### src/rtl/dcache_txn_monitor.sv
// Passive transaction monitor for the write-back dcache bench.
// Tracks every dcache request port and the ACE snoop channel to completion,
// counts completed reads/writes/snoops, pulses check_done_o when a
// completion has been seen and everything is quiescent, and raises sticky
// protocol-error and timeout flags. It only observes; it drives nothing back.

package dcache_txn_monitor_pkg;
    // Monitor-side view of a dcache request port.
    typedef struct packed {
        logic data_req;
        logic data_we;
        logic kill_req;
    } dcache_req_i_t;

    // Monitor-side view of the cache response to a port.
    typedef struct packed {
        logic data_gnt;
        logic data_rvalid;
    } dcache_req_o_t;

    // ACE CR response bits.
    typedef struct packed {
        logic WasUnique;
        logic IsShared;
        logic PassDirty;
        logic Error;
        logic DataTransfer;
    } cr_resp_t;

    // Interconnect-driven snoop signals: AC valid, CR ready, CD ready.
    typedef struct packed {
        logic ac_valid;
        logic cr_ready;
        logic cd_ready;
    } snoop_req_t;

    // Cache-driven snoop signals: AC ready, CR valid/resp, CD valid/last.
    typedef struct packed {
        logic     ac_ready;
        logic     cr_valid;
        cr_resp_t cr_resp;
        logic     cd_valid;
        logic     cd_last;
    } snoop_resp_t;
endpackage

module dcache_txn_monitor
    import dcache_txn_monitor_pkg::*;
#(
    parameter int unsigned NR_CPU_PORTS  = 3,
    parameter int unsigned TimeoutCycles = 1000,
    parameter int unsigned CntWidth      = 32
) (
    input  logic                                clk_i,
    input  logic                                rst_ni,
    input  dcache_req_i_t [NR_CPU_PORTS-1:0]    req_ports_i,
    input  dcache_req_o_t [NR_CPU_PORTS-1:0]    req_ports_o,
    input  snoop_req_t                          snoop_req_i,
    input  snoop_resp_t                         snoop_resp_i,
    output logic                                check_done_o,
    output logic                                proto_err_o,
    output logic                                timeout_o,
    output logic [$clog2(NR_CPU_PORTS+1)-1:0]   err_port_o,
    output logic [CntWidth-1:0]                 rd_cnt_o,
    output logic [CntWidth-1:0]                 wr_cnt_o,
    output logic [CntWidth-1:0]                 snp_cnt_o
);
    localparam int unsigned NT = NR_CPU_PORTS + 1;          // ports + snoop tracker
    localparam int unsigned EW = $clog2(NR_CPU_PORTS + 1);
    localparam int unsigned PW = $clog2(NR_CPU_PORTS + 1);
    localparam int unsigned TW = $clog2(TimeoutCycles + 1);

    localparam logic [1:0] P_IDLE = 2'd0, P_WAIT_GNT = 2'd1, P_WAIT_RD = 2'd2;
    localparam logic [1:0] S_IDLE = 2'd0, S_CR = 2'd1, S_CD = 2'd2;

    logic [NR_CPU_PORTS-1:0] rd_done, wr_done;
    logic                    snp_done;
    logic [NT-1:0]           err_vec, idle_next, tmo_hit;

    for (genvar gi = 0; gi < NR_CPU_PORTS; gi++) begin : g_port
        logic [1:0]    state_q, state_d;
        logic          we_q, we_d;
        logic [TW-1:0] tmo_q, tmo_d;
        logic          rd_done_d, wr_done_d, err_d;
        logic          req, gnt, rvalid, kill;

        assign req    = req_ports_i[gi].data_req;
        assign kill   = req_ports_i[gi].kill_req;
        assign gnt    = req_ports_o[gi].data_gnt;
        assign rvalid = req_ports_o[gi].data_rvalid;

        // Port FSM: follow req/gnt/rvalid, flag stray handshakes, run the timeout counter.
        always_comb begin
            state_d   = state_q;
            we_d      = we_q;
            rd_done_d = 1'b0;
            wr_done_d = 1'b0;
            err_d     = 1'b0;
            case (state_q)
                P_IDLE: begin
                    if (rvalid || (gnt && !req)) err_d = 1'b1;
                    if (req && gnt) begin
                        if (req_ports_i[gi].data_we) wr_done_d = 1'b1;
                        else                         state_d   = P_WAIT_RD;
                    end else if (req) begin
                        state_d = P_WAIT_GNT;
                        we_d    = req_ports_i[gi].data_we;
                    end
                end
                P_WAIT_GNT: begin
                    if (!req) begin
                        err_d   = 1'b1;
                        state_d = P_IDLE;
                    end else if (gnt) begin
                        wr_done_d = we_q;
                        state_d   = we_q ? P_IDLE : P_WAIT_RD;
                    end
                end
                P_WAIT_RD: begin
                    // A killed read never returns data worth counting.
                    if (kill) begin
                        state_d = P_IDLE;
                    end else if (rvalid) begin
                        rd_done_d = 1'b1;
                        state_d   = P_IDLE;
                    end
                end
                default: state_d = P_IDLE;
            endcase

            if (state_q == P_IDLE || state_d != state_q) tmo_d = '0;
            else if (tmo_q == TW'(TimeoutCycles))        tmo_d = tmo_q;
            else                                         tmo_d = tmo_q + 1'b1;
        end

        // Port FSM state, latched write flag and timeout counter.
        always_ff @(posedge clk_i or negedge rst_ni) begin
            if (!rst_ni) begin
                state_q <= P_IDLE;
                we_q    <= 1'b0;
                tmo_q   <= '0;
            end else begin
                state_q <= state_d;
                we_q    <= we_d;
                tmo_q   <= tmo_d;
            end
        end

        assign rd_done[gi]   = rd_done_d;
        assign wr_done[gi]   = wr_done_d;
        assign err_vec[gi]   = err_d;
        assign idle_next[gi] = (state_d == P_IDLE);
        assign tmo_hit[gi]   = (tmo_q == TW'(TimeoutCycles));
    end

    logic [1:0]    s_state_q, s_state_d;
    logic [TW-1:0] s_tmo_q, s_tmo_d;
    logic          s_err_d, s_done_d;
    logic          ac_hs, cr_hs, cd_hs;
    logic          unused_cr_bits;

    assign ac_hs = snoop_req_i.ac_valid & snoop_resp_i.ac_ready;
    assign cr_hs = snoop_resp_i.cr_valid & snoop_req_i.cr_ready;
    assign cd_hs = snoop_resp_i.cd_valid & snoop_req_i.cd_ready;
    assign unused_cr_bits = ^{snoop_resp_i.cr_resp.WasUnique, snoop_resp_i.cr_resp.IsShared,
                              snoop_resp_i.cr_resp.PassDirty, snoop_resp_i.cr_resp.Error};

    // Snoop FSM: AC -> CR -> (optional CD burst), with its own timeout counter.
    always_comb begin
        s_state_d = s_state_q;
        s_err_d   = 1'b0;
        s_done_d  = 1'b0;
        case (s_state_q)
            S_IDLE: begin
                if (snoop_resp_i.cd_valid) s_err_d   = 1'b1;
                if (ac_hs)                 s_state_d = S_CR;
            end
            S_CR: begin
                if (snoop_resp_i.cd_valid || ac_hs) s_err_d = 1'b1;
                if (cr_hs) begin
                    if (snoop_resp_i.cr_resp.DataTransfer) begin
                        s_state_d = S_CD;
                    end else begin
                        s_done_d  = 1'b1;
                        s_state_d = S_IDLE;
                    end
                end
            end
            S_CD: begin
                if (ac_hs) s_err_d = 1'b1;
                if (cd_hs && snoop_resp_i.cd_last) begin
                    s_done_d  = 1'b1;
                    s_state_d = S_IDLE;
                end
            end
            default: s_state_d = S_IDLE;
        endcase

        if (s_state_q == S_IDLE || s_state_d != s_state_q) s_tmo_d = '0;
        else if (s_tmo_q == TW'(TimeoutCycles))            s_tmo_d = s_tmo_q;
        else                                               s_tmo_d = s_tmo_q + 1'b1;
    end

    // Snoop FSM state and timeout counter.
    always_ff @(posedge clk_i or negedge rst_ni) begin
        if (!rst_ni) begin
            s_state_q <= S_IDLE;
            s_tmo_q   <= '0;
        end else begin
            s_state_q <= s_state_d;
            s_tmo_q   <= s_tmo_d;
        end
    end

    assign snp_done                = s_done_d;
    assign err_vec[NR_CPU_PORTS]   = s_err_d;
    assign idle_next[NR_CPU_PORTS] = (s_state_d == S_IDLE);
    assign tmo_hit[NR_CPU_PORTS]   = (s_tmo_q == TW'(TimeoutCycles));

    logic                pending_q, pending_d, check_done_q, check_done_d;
    logic                proto_err_q, proto_err_d, timeout_q, timeout_d;
    logic                err_seen_q, err_seen_d;
    logic [EW-1:0]       err_port_q, err_port_d, first_idx;
    logic [CntWidth-1:0] rd_cnt_q, rd_cnt_d, wr_cnt_q, wr_cnt_d, snp_cnt_q, snp_cnt_d;
    logic [PW-1:0]       rd_n, wr_n;
    logic [NT-1:0]       off_vec;
    logic                any_done, all_idle_next;

    // Aggregate completions into counters and a single quiescence pulse; latch first offender.
    always_comb begin
        rd_n = '0;
        wr_n = '0;
        for (int i = 0; i < int'(NR_CPU_PORTS); i++) begin
            rd_n = rd_n + PW'(rd_done[i]);
            wr_n = wr_n + PW'(wr_done[i]);
        end
        any_done      = (|rd_done) | (|wr_done) | snp_done;
        all_idle_next = &idle_next;
        // A completion seen while anything is still busy is held until all go idle.
        check_done_d  = (pending_q | any_done) & all_idle_next;
        pending_d     = (pending_q | any_done) & ~all_idle_next;
        rd_cnt_d      = rd_cnt_q + CntWidth'(rd_n);
        wr_cnt_d      = wr_cnt_q + CntWidth'(wr_n);
        snp_cnt_d     = snp_cnt_q + CntWidth'(snp_done);
        proto_err_d   = proto_err_q | (|err_vec);
        timeout_d     = timeout_q | (|tmo_hit);

        off_vec   = err_vec | tmo_hit;
        first_idx = '0;
        for (int i = int'(NT) - 1; i >= 0; i--) begin
            if (off_vec[i]) first_idx = EW'(i);
        end
        err_seen_d = err_seen_q | (|off_vec);
        err_port_d = (!err_seen_q && (|off_vec)) ? first_idx : err_port_q;
    end

    // Completion bookkeeping, counters and sticky error state.
    always_ff @(posedge clk_i or negedge rst_ni) begin
        if (!rst_ni) begin
            pending_q    <= 1'b0;
            check_done_q <= 1'b0;
            proto_err_q  <= 1'b0;
            timeout_q    <= 1'b0;
            err_seen_q   <= 1'b0;
            err_port_q   <= '0;
            rd_cnt_q     <= '0;
            wr_cnt_q     <= '0;
            snp_cnt_q    <= '0;
        end else begin
            pending_q    <= pending_d;
            check_done_q <= check_done_d;
            proto_err_q  <= proto_err_d;
            timeout_q    <= timeout_d;
            err_seen_q   <= err_seen_d;
            err_port_q   <= err_port_d;
            rd_cnt_q     <= rd_cnt_d;
            wr_cnt_q     <= wr_cnt_d;
            snp_cnt_q    <= snp_cnt_d;
        end
    end

    assign check_done_o = check_done_q;
    assign proto_err_o  = proto_err_q;
    assign timeout_o    = timeout_q;
    assign err_port_o   = err_port_q;
    assign rd_cnt_o     = rd_cnt_q;
    assign wr_cnt_o     = wr_cnt_q;
    assign snp_cnt_o    = snp_cnt_q;
endmodule

### config.mk
export PLATFORM = sky130hd
export DESIGN_NAME = dcache_txn_monitor
export DESIGN_NICKNAME = d
export VERILOG_FILES = /design/src/rtl/dcache_txn_monitor.sv
export SDC_FILE = /design/constraint.sdc
export NUM_CORES = 1
export LEC_CHECK = 0
export ABC_AREA = 1
export CORE_ASPECT_RATIO = 0.8
export CORE_MARGIN = 5
export CORE_UTILIZATION = 47
export DETAILED_ROUTE_END_ITERATION = 12
export HOLD_SLACK_MARGIN = 0.1
export MAX_ROUTING_LAYER = met4
export PLACE_DENSITY = 0.71
export SYNTH_ARGS = -nofsm -noshare
export SYNTH_HDL_FRONTEND = slang
export SYNTH_SLANG_ARGS = --single-unit
export TNS_END_PERCENT = 1
### constraint.sdc
create_clock -name clk_i -period 2.8 [get_ports clk_i]
set_input_delay 0.28 -clock clk_i [delete_from_list [all_inputs] [get_ports clk_i]]
set_output_delay 0.28 -clock clk_i [all_outputs]
set_load 0.01 [all_outputs]
* After elaboration in Yosys (flattened, before gate mapping) *
Cells that the tools add are included.

word-level totals
  word-level logic and storage cells = 189
  input bits = 29
  flip-flop bits (word level) = 154

operators by class
  muxes and demuxes = 85
  reduce and logical (&&, ||, !) cells = 37
  bitwise logic cells = 16
  eq/ne operators = 20
  $add $sub $neg = 11

operator list
  operator                                                               number
  10-bit two-way mux                                                     8
  32-bit by 2-bit adder with 32-bit output                               2
  2-bit two-way mux                                                      32
  10-bit by 1-bit adder with 10-bit output, second input constant        4
  10-bit equality test, second input constant                            4
  1-bit two-way mux                                                      33
  32-bit by 1-bit adder with 32-bit output                               1
  2-bit one-hot mux with 3 select lines                                  4
  2-bit zero test                                                        8
  1-bit one-hot mux with 2 select lines                                  7
  4-bit OR reduction                                                     3
  3-bit AND reduction                                                    3
  2-bit by 1-bit equality test with 1-bit output, second input constant  4
  2-bit equality test, second input constant                             4
  1-bit logical AND                                                      8
  1-bit logical OR                                                       8
  2-bit by 1-bit != test with 1-bit output, second input constant        4
  2-bit != test                                                          4
  1-bit bitwise OR                                                       6
  3-bit OR reduction                                                     2
  1-bit bitwise AND                                                      5
  1-bit by 1-bit adder with 2-bit output                                 2
  2-bit by 1-bit adder with 2-bit output                                 2
  1-bit zero test                                                        4
  4 further kinds                                                        7

* Logic depth before layout (Yosys ltp) *
  depth in word-level cells = 10
  gate-level depth with buffers = 17
  gate-level depth less buffers = 17

* Worst setup path after synthesis *
No wires, ideal clock.

  path type = register to register
  start = register g_port[0].state_q[0]
  end = register wr_cnt_q[30] (netlist: wr_cnt_o[30])
  library setup time = 0.125 ns
  slack = 0.275 ns
  cell stages (with the launch flop) = 16
  arrival = 2.400 ns
  required time = 2.675 ns
  buffers on the path = 0
  period minus slack after synthesis = 2.525 ns
  cells stage by stage = dfrtp_1 -> inv_1 -> nor2_1 -> nand2_1 -> nor2_1 -> a21oi_1 -> inv_1 -> fa_1 -> ha_1 -> fa_1 -> inv_1 -> nor2_2 -> nand2_1 -> nor2_1 -> nand2_1 -> xnor2_1

between the ends
  longest elaborated chain between the ends = 5
  elaborated cells on any way between the ends = 6
  those cells by class = 3 x add/sub; 1 x eq/ne; 1 x mux; 1 x reduce/logical

RTL lines
  what                                                                                      line  RTL
  start, declared                                                                           81    logic [1:0] state_q, state_d;
  start signal, assigned                                                                    143   state_q <= state_d;
  2-bit by 1-bit equality test with 1-bit output / 2-bit zero test (equally long branches)  99    case (state_q)
  1-bit one-hot mux with 2 select lines (*)                                                 99
  1-bit by 1-bit adder with 2-bit output (*)                                                235   wr_n = wr_n + PW'(wr_done[i]);
  2-bit by 1-bit adder with 2-bit output (*)                                                235
  32-bit by 2-bit adder with 32-bit output (*)                                              243   wr_cnt_d = wr_cnt_q + CntWidth'(wr_n);
  net wr_cnt_d[30]                                                                          224   logic [CntWidth-1:0] rd_cnt_q, rd_cnt_d, wr_cnt_q, wr_cnt_d, snp_cnt_q, snp_cnt_d;
  end signal, assigned                                                                      277   wr_cnt_q <= wr_cnt_d;
  end, declared                                                                             224

The timed path passes the listed nets; every way through them passes the cells marked *.
A chain may end at the register's enable or synchronous reset.

* Worst setup path after layout *
  start = register g_port[0].state_q[0]
  end = register rd_cnt_q[16] (netlist: rd_cnt_o[16])

between the ends
  longest elaborated chain between the ends = 5

RTL lines
  what                                      line  RTL
  2-bit equality test                       99
  1-bit two-way mux                         99
  1-bit by 1-bit adder with 2-bit output    234   rd_n = rd_n + PW'(rd_done[i]);
  2-bit by 1-bit adder with 2-bit output    234
  32-bit by 2-bit adder with 32-bit output  242   rd_cnt_d = rd_cnt_q + CntWidth'(rd_n);
  net rd_cnt_d[16]                          224
  end signal, assigned                      276   rd_cnt_q <= rd_cnt_d;
  end, declared                             224

The timed path passes the listed nets, and every way through them passes these cells.

==> metrics <==
maximum fanout along the worst path=4; cells on worst reg2reg path=16; synthesized netlist net count=1053; nets@finish=1243; worst hold slack=0.359 ns; global-route wire length before repair=34400 um; kind of critical path=reg2reg; FMAX=369 MHz; CTS tree=built; TritonCTS Buffers=17; Post-synth EDFFs=0; Tot Pwr=5870 uW; vias in the first global route=6934; gpl congestion=0.941; startpoint types=register; top post-synthesis cells by count=nand2_1 (217), dfrtp_1 (154), nor2_1 (129), inv_1 (128), xor2_1 (65); min cycle time layout=2.71 ns; Post-Syn Area per Cell=8.37 sq um; slew at the pin with the worst max-slew slack=0.537 ns; Critical Path Sink Type=register; RSZ-0062 raised after global routing=true; pin count of the biggest net entering global routing=50; Post-Synthesis Cells=1002; CORE AREA=0.0174 sq mm; Initial DRC Count=482; share of layout cells above drive strength 1=11.9%; port bufs=125; synthesis-to-finish area growth=30.6%; Yosys warning count=0; Skew-Pair Late Insertion Delay=0.41 ns; Synth area leaders=dfrtp_1 (46%), nand2_1 (9.7%), xor2_1 (6.8%), nor2_1 (5.8%), inv_1 (5.7%); most used cell, CP=buf_4; Synth top area share=46.0%; Post-synth ARST share=100%; slowest stage cell, crit path=fa_1; post-synth top area cell=dfrtp_1; gr usage total=21.0%; Max Cap Viol=0; Final Hold Vio Count=0; IO Count=130; period utilization=96.7%; drt total wl=20900 um; n_diodes=0; reg2reg start=g_port[0].state_q[0]$_DFF_PN0_; Vias=7211; DP Wirelength=15800 um; die span in y=129 um; Filler Cells Inserted=1537; Core Rows=43; grt ovf=0; flop and latch count out of synthesis=154; mapped cell area=0.00838 sq mm; H-tree Lvls=4; Pwr Density=536 mW/mm^2; average via count per standard cell=5.04; CP Data Arrival Time=3.00 ns; Die W=159 um; Critical Path Start=g_port[0].state_q[0]$_DFF_PN0_; Final Skew=0.00889 ns; Clock Tree Buf Depth=2; root buffer cell=clkbuf_16; Avg WL per Cell=14.6 um; Rel. slew slack=63.9%; DRC=0; most common cell in the netlist=nand2_1; Primary FF master, synth=dfrtp_1; register area share after synthesis=46.0%; crit-path cells=inv_2, buf_4, nand2_1, nor3_2, buf_4, fa_1, ha_4, fa_2, nand3_4, inv_2, nand2_2, nor2_2, nand2_1, nor2_2, buf_4, xor2_1; initial antenna violation count=0; # setup viols final=0; Netlist cell types=36; Req. time, crit path=3.09 ns; fin. max-slew vios=0; Max VDD drop=361 uV; outcome=completed; DRT Pass-1 Iters=7; Pleak=0.00510 uW; min-delay worst type=in2async; Clk pin slew, worst setup/hold paths=0.06 ns; die area=0.0206 sq mm; slowest stage delay, CP=0.45 ns; Antenna Nets Post-Route=0; initial core utilization=48.1%; clock sink total=154
[metal layers]
layer	GRT usage (%)	share of wire, %	vias to the layer above
met3	4.13	4.9	22
met2	31.6	46	195
li1	-	-	3578
met4	5.52	1.2	0
met1	29.4	48	3416
met5	-	0	-
[cells in the final DEF (no fill, tap or decap), types with 3 or more instances in the layout]
| cell type | instances |
|---|---|
| a21oi_1 | 18 |
| buf_4 | 43 |
| clkbuf_1 | 4 |
| clkbuf_16 | 17 |
| clkdlybuf4s50_1 | 124 |
| clkinv_4 | 3 |
| dfrtp_1 | 154 |
| ha_1 | 16 |
| inv_1 | 123 |
| inv_2 | 11 |
| nand2_1 | 216 |
| nand2_2 | 8 |
| nand2_4 | 3 |
| nand3_1 | 57 |
| nand3b_1 | 4 |
| nand4_1 | 25 |
| nand4_2 | 3 |
| nor2_1 | 124 |
| nor2_2 | 12 |
| nor2_4 | 11 |
| nor3_1 | 60 |
| nor3_2 | 7 |
| nor3b_1 | 3 |
| o21ai_0 | 14 |
| xnor2_1 | 40 |
| xor2_1 | 65 |
[final timing paths]
kind | end | slack, ns
worst min-delay path | rd_cnt_o[7]$_DFF_PN0_ | 0.36
worst min register to register | err_seen_q$_DFF_PN0_ | 0.47
worst max-delay path | rd_cnt_o[16]$_DFF_PN0_ | 0.09
worst max register to register | rd_cnt_o[16]$_DFF_PN0_ | 0.09
min in group clk_i | err_seen_q$_DFF_PN0_ | 0.47
max in group asynchronous | wr_cnt_o[17]$_DFF_PN0_ | 1.64
[stage by stage]
step           setup TNS (ns)  std cells  worst slack [ns]  instance area (sq um)  utilization (%)
3_3_place_gp            -4.18       1390            -0.249                  10200             58.6
6_report                    0       1430            0.0912                  10900             62.8
3_5_place_dp            -6.05       1390            -0.326                  10200             58.6
4_1_cts                     0       1423            0.0145                  10800             62.0
2_1_floorplan               0       1002             0.275                   8380                -
5_1_grt               -0.0485       1430           -0.0381                  10900             62.8
[cell families after synthesis]
kind of cell | count (synthesis) | synth area share (%)
AOI/OAI and AO/OA | 43 | 2.99
xor gates and xnor gates | 106 | 11.2
adders and majority gates | 22 | 3.64
buffers and inverters | 134 | 6.00
DFF | 154 | 46.0
and+or+nand+nor | 543 | 30.2
[repair_timing]
item                                    in CTS  in global routing
endpoints found under the hold margin       43                  0
endpoints found under the setup margin       0                 22
hold buffers                                 1                  0
resized for setup                            0                 25
setup buffers                                0                  7
[registers in the layout (all words and copies together) (netlist names)]
name and cells:
check_done_o 1, err_port_o 2, err_seen_q 1, g_port.state_q 6
g_port.tmo_q 30, g_port.we_q 3, pending_q 1, proto_err_o 1
rd_cnt_o 32, s_state_q 2, s_tmo_q 10, snp_cnt_o 32
timeout_o 1, wr_cnt_o 32
[power breakdown]
part	switching (uW)	internal (uW)	leakage, uW	total [uW]
sequential	167	2370	0.00203	2540
combinational	582	470	0.00279	1050
clock	911	1370	0.000278	2280
total	1660	4210	0.00510	5870
[critical path, delay by kind of cell, from the launching register on]
| kind | cells | cell delay, ns |
|---|---|---|
| AND/OR/NAND/NOR | 7 | 0.54 |
| flip-flops | 1 | 0.40 |
| adder cells (fa/ha/maj) | 3 | 1.02 |
| XOR/XNOR | 1 | 0.13 |
| buffers and inverters | 5 | 0.50 |
[cell type report]
type / instances / area [sq um] / share of cell area (%)
timing repair buffer: 171 / 1620 / 14.8
inverter: 134 / 503 / 4.59
clock inverter: 9 / 115 / 1.05
clock buffer: 23 / 468 / 4.27
tap: 225 / 282 / 2.57
sequential: 154 / 3850 / 35.2
multi-input combinational: 714 / 4110 / 37.5
Note: power is estimated with default switching activity, not from simulation.
